File: src/rtl/fifo_pkg.sv
// Shared constants and helpers for the 16-entry FIFO and its pointer counters.
package fifo_pkg;

    localparam int unsigned FIFO_PTR_W  = 5;
    localparam int unsigned FIFO_ADDR_W = 4;
    localparam int unsigned FIFO_DEPTH  = 16;

    localparam logic [FIFO_PTR_W-1:0] PTR_RESET_VAL = 5'd0;

    // Binary to reflected Gray code.
    function automatic logic [FIFO_PTR_W-1:0] bin2gray(input logic [FIFO_PTR_W-1:0] bin);
        return bin ^ (bin >> 1);
    endfunction

endpackage

File: src/rtl/Mux_2_1_5b.sv
// 5-bit two-input multiplexer: Out = Select ? In_1 : In_0.
module Mux_2_1_5b
    import fifo_pkg::*;
(
    input  logic [FIFO_PTR_W-1:0] In_0,
    input  logic [FIFO_PTR_W-1:0] In_1,
    input  logic                  Select,
    output logic [FIFO_PTR_W-1:0] Out
);

    assign Out = Select ? In_1 : In_0;

endmodule

File: src/rtl/dff_5b_ar.sv
// 5-bit D register with asynchronous active-low reset to a supplied reset value.
module dff_5b_ar
    import fifo_pkg::*;
(
    input  logic                  clk,
    input  logic                  rst_n,
    input  logic [FIFO_PTR_W-1:0] i_rst_val,
    input  logic [FIFO_PTR_W-1:0] i_d,
    output logic [FIFO_PTR_W-1:0] o_q
);

    logic [FIFO_PTR_W-1:0] r_q;

    always_ff @(posedge clk or negedge rst_n) begin
        if (!rst_n) begin
            r_q <= i_rst_val;
        end else begin
            r_q <= i_d;
        end
    end

    assign o_q = r_q;

endmodule

File: src/rtl/fifo_ptr_counter_5b.sv
// FIFO read/write pointer: binary count with Clear > Load > Enable priority,
// registered Gray copy for the full/empty compare, and a one-cycle wrap pulse.
module fifo_ptr_counter_5b
    import fifo_pkg::*;
#(
    parameter int unsigned           PTR_W     = FIFO_PTR_W,
    parameter logic [PTR_W-1:0]      RESET_VAL = PTR_RESET_VAL
) (
    input  logic             Clock,
    input  logic             Reset_n,
    input  logic             Enable,
    input  logic             Clear,
    input  logic             Load,
    input  logic [PTR_W-1:0] Load_value,
    output logic [PTR_W-1:0] Ptr_bin,
    output logic [PTR_W-1:0] Ptr_gray,
    output logic [PTR_W-2:0] Addr,
    output logic             Wrap_bit,
    output logic             Wrap_pulse
);

    localparam logic [PTR_W-1:0] RESET_GRAY = RESET_VAL ^ (RESET_VAL >> 1);

    logic [PTR_W-1:0] w_ptr_bin;
    logic [PTR_W-1:0] w_ptr_gray;
    logic [PTR_W-1:0] w_inc;
    logic [PTR_W-1:0] w_carry;
    logic [PTR_W-1:0] w_mux_en;
    logic [PTR_W-1:0] w_mux_ld;
    logic [PTR_W-1:0] w_next;
    logic [PTR_W-1:0] w_next_gray;
    logic             w_wrap_evt;
    logic             r_wrap_pulse;

    // Ripple incrementer: half-adder chain with carry-in forced to 1.
    assign w_carry[0] = 1'b1;
    for (genvar i = 0; i < PTR_W; i++) begin : g_inc
        assign w_inc[i] = w_ptr_bin[i] ^ w_carry[i];
        if (i < PTR_W - 1) begin : g_carry
            assign w_carry[i+1] = w_ptr_bin[i] & w_carry[i];
        end
    end

    Mux_2_1_5b u_mux_en (
        .In_0   (w_ptr_bin),
        .In_1   (w_inc),
        .Select (Enable),
        .Out    (w_mux_en)
    );

    Mux_2_1_5b u_mux_ld (
        .In_0   (w_mux_en),
        .In_1   (Load_value),
        .Select (Load),
        .Out    (w_mux_ld)
    );

    Mux_2_1_5b u_mux_clr (
        .In_0   (w_mux_ld),
        .In_1   (RESET_VAL),
        .Select (Clear),
        .Out    (w_next)
    );

    // Gray is computed from next-state so both registers share alignment.
    assign w_next_gray = w_next ^ (w_next >> 1);

    dff_5b_ar u_reg_bin (
        .clk       (Clock),
        .rst_n     (Reset_n),
        .i_rst_val (RESET_VAL),
        .i_d       (w_next),
        .o_q       (w_ptr_bin)
    );

    dff_5b_ar u_reg_gray (
        .clk       (Clock),
        .rst_n     (Reset_n),
        .i_rst_val (RESET_GRAY),
        .i_d       (w_next_gray),
        .o_q       (w_ptr_gray)
    );

    // Only a genuine 31->0 increment counts as a wrap; Clear/Load never do.
    assign w_wrap_evt = Enable & ~Clear & ~Load & (&w_ptr_bin);

    always_ff @(posedge Clock or negedge Reset_n) begin
        if (!Reset_n) begin
            r_wrap_pulse <= 1'b0;
        end else begin
            r_wrap_pulse <= w_wrap_evt;
        end
    end

    assign Ptr_bin    = w_ptr_bin;
    assign Ptr_gray   = w_ptr_gray;
    assign Addr       = w_ptr_bin[PTR_W-2:0];
    assign Wrap_bit   = w_ptr_bin[PTR_W-1];
    assign Wrap_pulse = r_wrap_pulse;

endmodule

File: config.mk
export PLATFORM = sky130hd
export DESIGN_NAME = fifo_ptr_counter_5b
export DESIGN_NICKNAME = d
export VERILOG_FILES = /design/src/rtl/fifo_pkg.sv /design/src/rtl/Mux_2_1_5b.sv /design/src/rtl/dff_5b_ar.sv /design/src/rtl/fifo_ptr_counter_5b.sv
export SDC_FILE = /design/constraint.sdc
export NUM_CORES = 1
export LEC_CHECK = 0
export CORE_UTILIZATION = 41
export CTS_BUF_LIST = sky130_fd_sc_hd__clkbuf_4 sky130_fd_sc_hd__clkbuf_8 sky130_fd_sc_hd__clkbuf_16
export CTS_CLUSTER_DIAMETER = 150
export DETAILED_ROUTE_END_ITERATION = 10
export HOLD_SLACK_MARGIN = 0.1
export PLACE_DENSITY = 0.82
export SLEW_MARGIN = 15
export SYNTH_ARGS = -nofsm -noshare
export SYNTH_HDL_FRONTEND = slang
export SYNTH_SLANG_ARGS = --single-unit
File: constraint.sdc
create_clock -name Clock -period 4.9 [get_ports Clock]
set_input_delay 0.735 -clock Clock [delete_from_list [all_inputs] [get_ports Clock]]
set_output_delay 0.735 -clock Clock [all_outputs]
set_load 0.1 [all_outputs]
Word level (Yosys, flattened, before mapping)
Index checks and enable logic that the tools add are counted.

word-level totals
  logic and storage cells = 21
  bits in registers = 11
  output and inout bits = 16

operators by class
  reductions and logical operators = 1
  muxes and demuxes = 3
  bitwise gates (word level) = 14

operators with widths
  operator          count
  $mux 5            3
  $and 1x1->1       6
  $reduce_and 5->1  1
  $xor 5x4->5       1
  $xor 1x1->1       4
  $not 1->1         3

Longest topological paths before layout
Gate-level depths: netlist of run 1.

  depth after elaboration = 8
  mapped depth = 6
  gate-level depth less buffers = 6

Worst setup path before layout of run 1
OpenSTA, ideal clock, no wires.

  path kind = register -> register
  start point = register u_reg_bin.r_q[0], in the netlist u_reg_bin.o_q[0]
  end point = register u_reg_gray.r_q[3], in the netlist u_reg_gray.o_q[3]
  path slack = 2.651 ns
  setup time = 0.133 ns
  required time = 4.767 ns
  arrival time = 2.116 ns
  stages on the path, launching flop included = 7
  period minus slack after synthesis = 2.249 ns
  cells stage by stage = dfrtp_1 > ha_1 > ha_1 > ha_1 > a211o_2 > o2111a_1 > xor2_1

on the way
  word-level cells in the longest chain between the ends = 8
  elaborated cells between the ends (all ways) = 9
  those cells by class = 3 x mux; 6 x bitwise

RTL lines
  element                   RTL line                   source
  from (decl)               dff_5b_ar.sv:12            logic [FIFO_PTR_W-1:0] r_q;
  from (signal assigned)    dff_5b_ar.sv:16            r_q <= i_rst_val;
  from (signal assigned)    dff_5b_ar.sv:18            r_q <= i_d;
  $and 1x1->1 (3 in a row)  fifo_ptr_counter_5b.sv:40  assign w_carry[i+1] = w_ptr_bin[i] & w_carry[i];
  $xor 1x1->1               fifo_ptr_counter_5b.sv:38  assign w_inc[i] = w_ptr_bin[i] ^ w_carry[i];
  $mux 5 (3 in a row)       Mux_2_1_5b.sv:11           assign Out = Select ? In_1 : In_0;
  net u_mux_clr.Out[4]      Mux_2_1_5b.sv:8            output logic [FIFO_PTR_W-1:0] Out
  $xor 5x4->5               fifo_ptr_counter_5b.sv:66  assign w_next_gray = w_next ^ (w_next >> 1);
  net u_reg_gray.i_d[3]     dff_5b_ar.sv:8             input logic [FIFO_PTR_W-1:0] i_d,
  to (signal assigned)      dff_5b_ar.sv:16
  to (signal assigned)      dff_5b_ar.sv:18
  to (decl)                 dff_5b_ar.sv:12

The timed path passes the listed nets, and every way through them passes these cells.

Worst setup path in the final report of run 1
  start point = register u_reg_bin.r_q[4], in the netlist u_reg_bin.o_q[4]
  end point = output Ptr_bin[4]

RTL lines
  element    RTL line                   source
  to (decl)  fifo_ptr_counter_5b.sv:15  output logic [PTR_W-1:0] Ptr_bin,

No word-level cell between the ends.

==> run_results.csv, run 1 <==
group,metric,value,unit
route,remaining_drc_errors,0,
power_and_ir_drop,pwr-share-clk,18.0,%
clocking,root_buffer,"clkbuf_4",
layout,nNetsFinal,80,
die,pin_count,26,
global_routing,met1_usage,24.1,%
timing,final.setup.tns,0,ns
timing,maxSlewViolCount,0,
power_and_ir_drop,internal_power,0.153,mW
power_and_ir_drop,power.switching,0.138,mW
logic_synthesis,synthCells,44,
clocking,clkLatencyLatePin,0.25,ns
die,initial_utilization,46.6,%
route,viasPerCell,5.08,
layout,finish.utilization,66.6,%
layout,final_cell_mix,"clkdlybuf4s50_1, dfrtp_1, nor2b_1, a211oi_2, xor2_1",
layout,drive_gt1_share,12.3,%
timing,finalWorstPathRequiredPeriod,2.59,ns
clocking,holdBufCountCts,0,
timing,rsz0062_at_grt,"no",
placement,portBuffers,25,
timing,finalSetupViolations,0,
route,wl_per_cell,13.5,um
worst_setup_path,cp_cell_sequence,"clkdlybuf4s50_1",
power_and_ir_drop,p_leak,0.347,nW
power_and_ir_drop,peakVddDrop,0.000201,V
die,chipHeight,38.5,um
worst_setup_path,critPathMaxFanout,6,
worst_setup_path,required,4.16,ns
global_routing,grt_max_degree,11,
timing,finalCritPeriodShare,52.8,%
placement,dpl.hpwl,853,um
global_routing,gr-usage-met2,29.7,%
global_routing,gr-total-overflow,0,
logic_synthesis,yosysUniqueCellTypes,16,
clocking,cts_setup_buffers,0,
worst_setup_path,crit_family,"buffers and inverters",
flow_run,cap_viol_max_count,0,
layout,antennaDiodeCount,0,
logic_synthesis,avgSynthCellArea,12.4,sq um
placement,gp_congestion,0.725,
worst_setup_path,crit_type,"register to output port",
power_and_ir_drop,seq_power_share,33.0,%
clocking,clockBufferDepth,2,
die,core,0.00117,sq mm
route,drt-initial-drc-count,4,
die,fp-row-count,12,
route,first_pass_iters,3,
logic_synthesis,ys_ff_latch,10,
die,die_area,0.00148,sq mm
logic_synthesis,yosys_warnings,0,
clocking,cts_resized,0,
timing,max_slew_margin,34.8,%
global_routing,grt_pass1_vias,449,
worst_setup_path,crit_arrival,1.85,ns
worst_setup_path,crit_buf_inv,1,
layout,final.fill_count,93,
power_and_ir_drop,p_comb_share,49.0,%
placement,placed_area,757,sq um
worst_setup_path,critPathMaxStageDelay,1.17,ns
hold_path,worstHoldPathType,"register to register",
power_and_ir_drop,switching_share,47.3,%
clocking,htree_levels,1,
global_routing,antenna_found_initial,0,
worst_setup_path,cp-end-kind,"output port",
power_and_ir_drop,powerDensity,374,mW/mm^2
global_routing,grt_pass1_wl,1850,um
timing,whs,0.611,ns
route,vias,401,
route,routed_wl,1070,um
worst_setup_path,cpMaxStageDelayCell,"clkdlybuf4s50_1",
global_routing,track_usage,18.8,%
layout,finalInstanceArea,779,sq um
worst_setup_path,start_kind,"register",
die,die-width,38.5,um
layout,layout_commonest_cell,"clkdlybuf4s50_1",
route,ant_nets,0,
timing,hold_violations,0,
clocking,cts_sinks,10,
global_routing,top_usage_layer,"met2",
run_status,status,"complete, no violations",
logic_synthesis,synth_fp_nets,57,
timing,skew,0.00283,ns
global_routing,use_met3,3.49,%
logic_synthesis,netlist_area,546,sq um
clocking,numCtsBuffers,3,
timing,worstMarginPinSlew,0.974,ns
clocking,clk_pin_slew_worst_paths,0.06,ns
clocking,cts_tree,"done",
logic_synthesis,ys_seq_area_share,45.9,%
timing,fmax,386,MHz
layout,area_growth,42.9,%
Yosys cell counts (all sizes together):
| master | instances | area, sq um |
|---|---|---|
| a211o | 1 | 10.0 |
| inv | 2 | 7.51 |
| buf | 7 | 56.3 |
| ha | 3 | 37.5 |
| nor3 | 1 | 5.00 |
| xnor2 | 1 | 8.76 |
| nand2 | 1 | 3.75 |
| mux2i | 3 | 30.0 |
| xor2 | 4 | 35.0 |
| o2111a | 1 | 11.3 |
| nand4b | 1 | 8.76 |
| nor2b | 4 | 25.0 |
| dfrtp | 10 | 250 |
| a211oi | 4 | 50.1 |
| nand4 | 1 | 6.26 |
layout make-up:
class	count	area (sq um)	share of cell area, %
well taps	14	17.5	2.25
flip-flops and latches	10	250	32.1
clock buffers	3	22.5	2.89
inverters	2	7.51	0.963
multi-input cells	25	231	29.7
repair buffers	25	250	32.1
state kept, by name, indices dropped and copies added (netlist names):
name / count
u_reg_gray.o_q: 4
Wrap_pulse: 1
u_reg_bin.o_q: 5
through the flow:
stage	total power [mW]	setup WS [ns]	std cells
CTS	0.293	2.31	79
finish	0.291	2.31	79
floorplan	0.208	2.65	44
detailed placement	0.241	2.60	76
global route	0.303	2.27	79
global placement	0.239	2.60	76
power groups by stage:
stage	sequential [mW]	clock, mW	combinational (mW)
after floorplan	0.157	0	0.0511
after global placement	0.0974	0	0.142
after detailed placement	0.0975	0	0.143
after CTS	0.0963	0.0536	0.143
after global routing	0.0976	0.0583	0.147
final	0.0963	0.0524	0.143
logic make-up after synthesis:
family	Yosys count	synth area share, %
fa+ha+maj	3	6.88
compound gates	6	13.1
simple gates	8	8.94
xor+xnor	5	8.03
buf+inv	9	11.7
mux	3	5.50
flops	10	45.9
per-layer routing:
layer	up-vias	part of all wire, %
met3	2	4.8
li1	194	-
met4	0	1.0
met5	-	0
met1	192	48
met2	13	46
final timing paths:
path                                     endpoint  slack [ns]             start  cells after the start
worst min-delay path                   Wrap_pulse        0.61  u_reg_bin.o_q[2]                      2
worst min register to register         Wrap_pulse        0.61  u_reg_bin.o_q[2]                      2
min in group asynchronous       u_reg_gray.o_q[3]        0.79           Reset_n                      1
max in group asynchronous        u_reg_bin.o_q[2]        3.80           Reset_n                      1
worst max-delay path                   Ptr_bin[4]        2.31  u_reg_bin.o_q[4]                      1
worst max register to register  u_reg_gray.o_q[3]        3.12  u_reg_bin.o_q[0]                      6
Note: power is estimated with default switching activity, not from simulation.
==> inputs of run 2 (changes only) <==
CORE_UTILIZATION = 35   (was 41)
PLACE_DENSITY = 0.75   (was 0.82)
clock period = 2.2 ns   (was 4.9 ns; I/O delays follow)
==> run 2 against run 1 <==
Die area rose by 16%. Non-clock buffer count is the same. Sequential share of layout area rose by 1.3 points. Largest cell class unchanged. Critical endpoint is now u_reg_gray.o_q[3]. Hold slack worse by 0.24 ns. Utilization is 12 points lower. Clock skew down 0.0016 ns.
==> run_results.csv, run 2 (synthesis gave the netlist of run 1 again) <==
group,metric,value,unit
run_status,status,"complete, no violations",
layout,finish.utilization,54.8,%
clocking,clkLatencyLatePin,0.26,ns
timing,rsz0062_at_grt,"no",
route,remaining_drc_errors,0,
route,drt-initial-drc-count,10,
power_and_ir_drop,powerDensity,906,mW/mm^2
layout,area_growth,38.8,%
worst_setup_path,required,2.34,ns
global_routing,grt_max_degree,11,
placement,gp_congestion,0.663,
worst_setup_path,cp-end-kind,"register",
global_routing,grt_pass1_wl,1630,um
die,die-width,41.5,um
clocking,cts_sinks,10,
timing,hold_violations,0,
layout,antennaDiodeCount,0,
global_routing,gr-total-overflow,0,
clocking,cts_tree,"done",
clocking,clk_pin_slew_worst_paths,0.06,ns
timing,max_slew_margin,70.9,%
timing,worstMarginPinSlew,0.435,ns
die,die_area,0.00172,sq mm
placement,placed_area,721,sq um
global_routing,top_usage_layer,"met2",
die,initial_utilization,39.5,%
placement,portBuffers,25,
placement,dpl.hpwl,801,um
timing,maxSlewViolCount,0,
layout,nNetsFinal,80,
global_routing,use_met3,3.04,%
die,pin_count,26,
layout,finalInstanceArea,757,sq um
timing,fmax,561,MHz
route,wl_per_cell,12.4,um
layout,final.fill_count,121,
clocking,root_buffer,"clkbuf_4",
route,first_pass_iters,4,
worst_setup_path,critPathMaxFanout,4,
clocking,holdBufCountCts,0,
power_and_ir_drop,peakVddDrop,0.000598,V
clocking,cts_setup_buffers,0,
power_and_ir_drop,power,0.686,mW
layout,drive_gt1_share,40.9,%
die,fp-row-count,13,
global_routing,track_usage,12.7,%
worst_setup_path,crit_type,"register to register",
placement,place_ws,0.420,ns
layout,largest_register_ffs,5,
route,vias,388,
clocking,cts_resized,0,
timing,final.setup.tns,0,ns
worst_setup_path,crit_arrival,1.92,ns
route,routed_wl,1000,um
hold_path,worstHoldPathType,"input pin to asynchronous set/reset pin",
timing,skew,0.00120,ns
global_routing,grt_pass1_vias,377,
global_routing,gr-usage-met2,18.4,%
power_and_ir_drop,p_leak,0.375,nW
route,ant_nets,0,
global_routing,met1_usage,16.0,%
timing,finalSetupViolations,0,
flow_run,cap_viol_max_count,0,
clocking,clockBufferDepth,2,
die,core,0.00138,sq mm
clocking,htree_levels,1,
timing,finalCritPeriodShare,81.0,%
worst_setup_path,start_kind,"register",
layout,layout_commonest_cell,"buf_4",
die,chipHeight,41.5,um
route,viasPerCell,4.79,
global_routing,antenna_found_initial,0,
timing,setup_slack,0.418,ns
timing,finalWorstPathRequiredPeriod,1.78,ns
clocking,numCtsBuffers,3,
layout,final_cell_mix,"buf_4, clkdlybuf4s50_1, dfrtp_1",
## run 2: where the power goes
group	internal, mW	switching (mW)	total (mW)	leakage, nW
clock network	0.100	0.0624	0.163	0.0210
logic	0.0672	0.240	0.307	0.229
registers	0.202	0.0132	0.216	0.125
## run 2: layer usage
metal	vias to the layer above	wire length, um
met4	0	14
met1	177	464
met2	17	461
met5	-	0
li1	192	-
met3	2	60
## run 2: critical path, cell delays in order, from the launching register on
cell      delay [ns]
dfrtp_2         0.43
ha_1            0.22
ha_1            0.18
ha_1            0.19
a211o_2         0.32
o2111a_1        0.17
xor2_1          0.15
## run 2: per-stage QoR
step	hold slack (ns)	instances
finish	0.372	81
global route	0.406	81
CTS	0.385	81
detailed placement	0.613	77
global placement	0.603	77
floorplan	0.0344	44
## run 2: cell type report
class,count,area (sq um),share of cell area (%)
Clock buffer,4,36.3,4.79
Inverter,2,7.51,0.992
Multi-Input combinational cell,25,231,30.6
Sequential cell,10,253,33.4
Tap cell,15,18.8,2.48
Timing Repair Buffer,25,210,27.8
## run 2: worst paths after layout
check | endpoint | slack, ns | cells past startpoint | startpoint
worst min-delay path | u_reg_gray.o_q[3] | 0.37 | 1 | Reset_n
worst max-delay path | u_reg_gray.o_q[3] | 0.42 | 6 | u_reg_bin.o_q[0]
min in group Clock | Wrap_pulse | 0.62 | 2 | u_reg_bin.o_q[3]
max in group asynchronous | u_reg_bin.o_q[1] | 1.50 | 1 | Reset_n
worst max register to register | u_reg_gray.o_q[3] | 0.42 | 6 | u_reg_bin.o_q[0]
worst min register to register | Wrap_pulse | 0.62 | 2 | u_reg_bin.o_q[3]
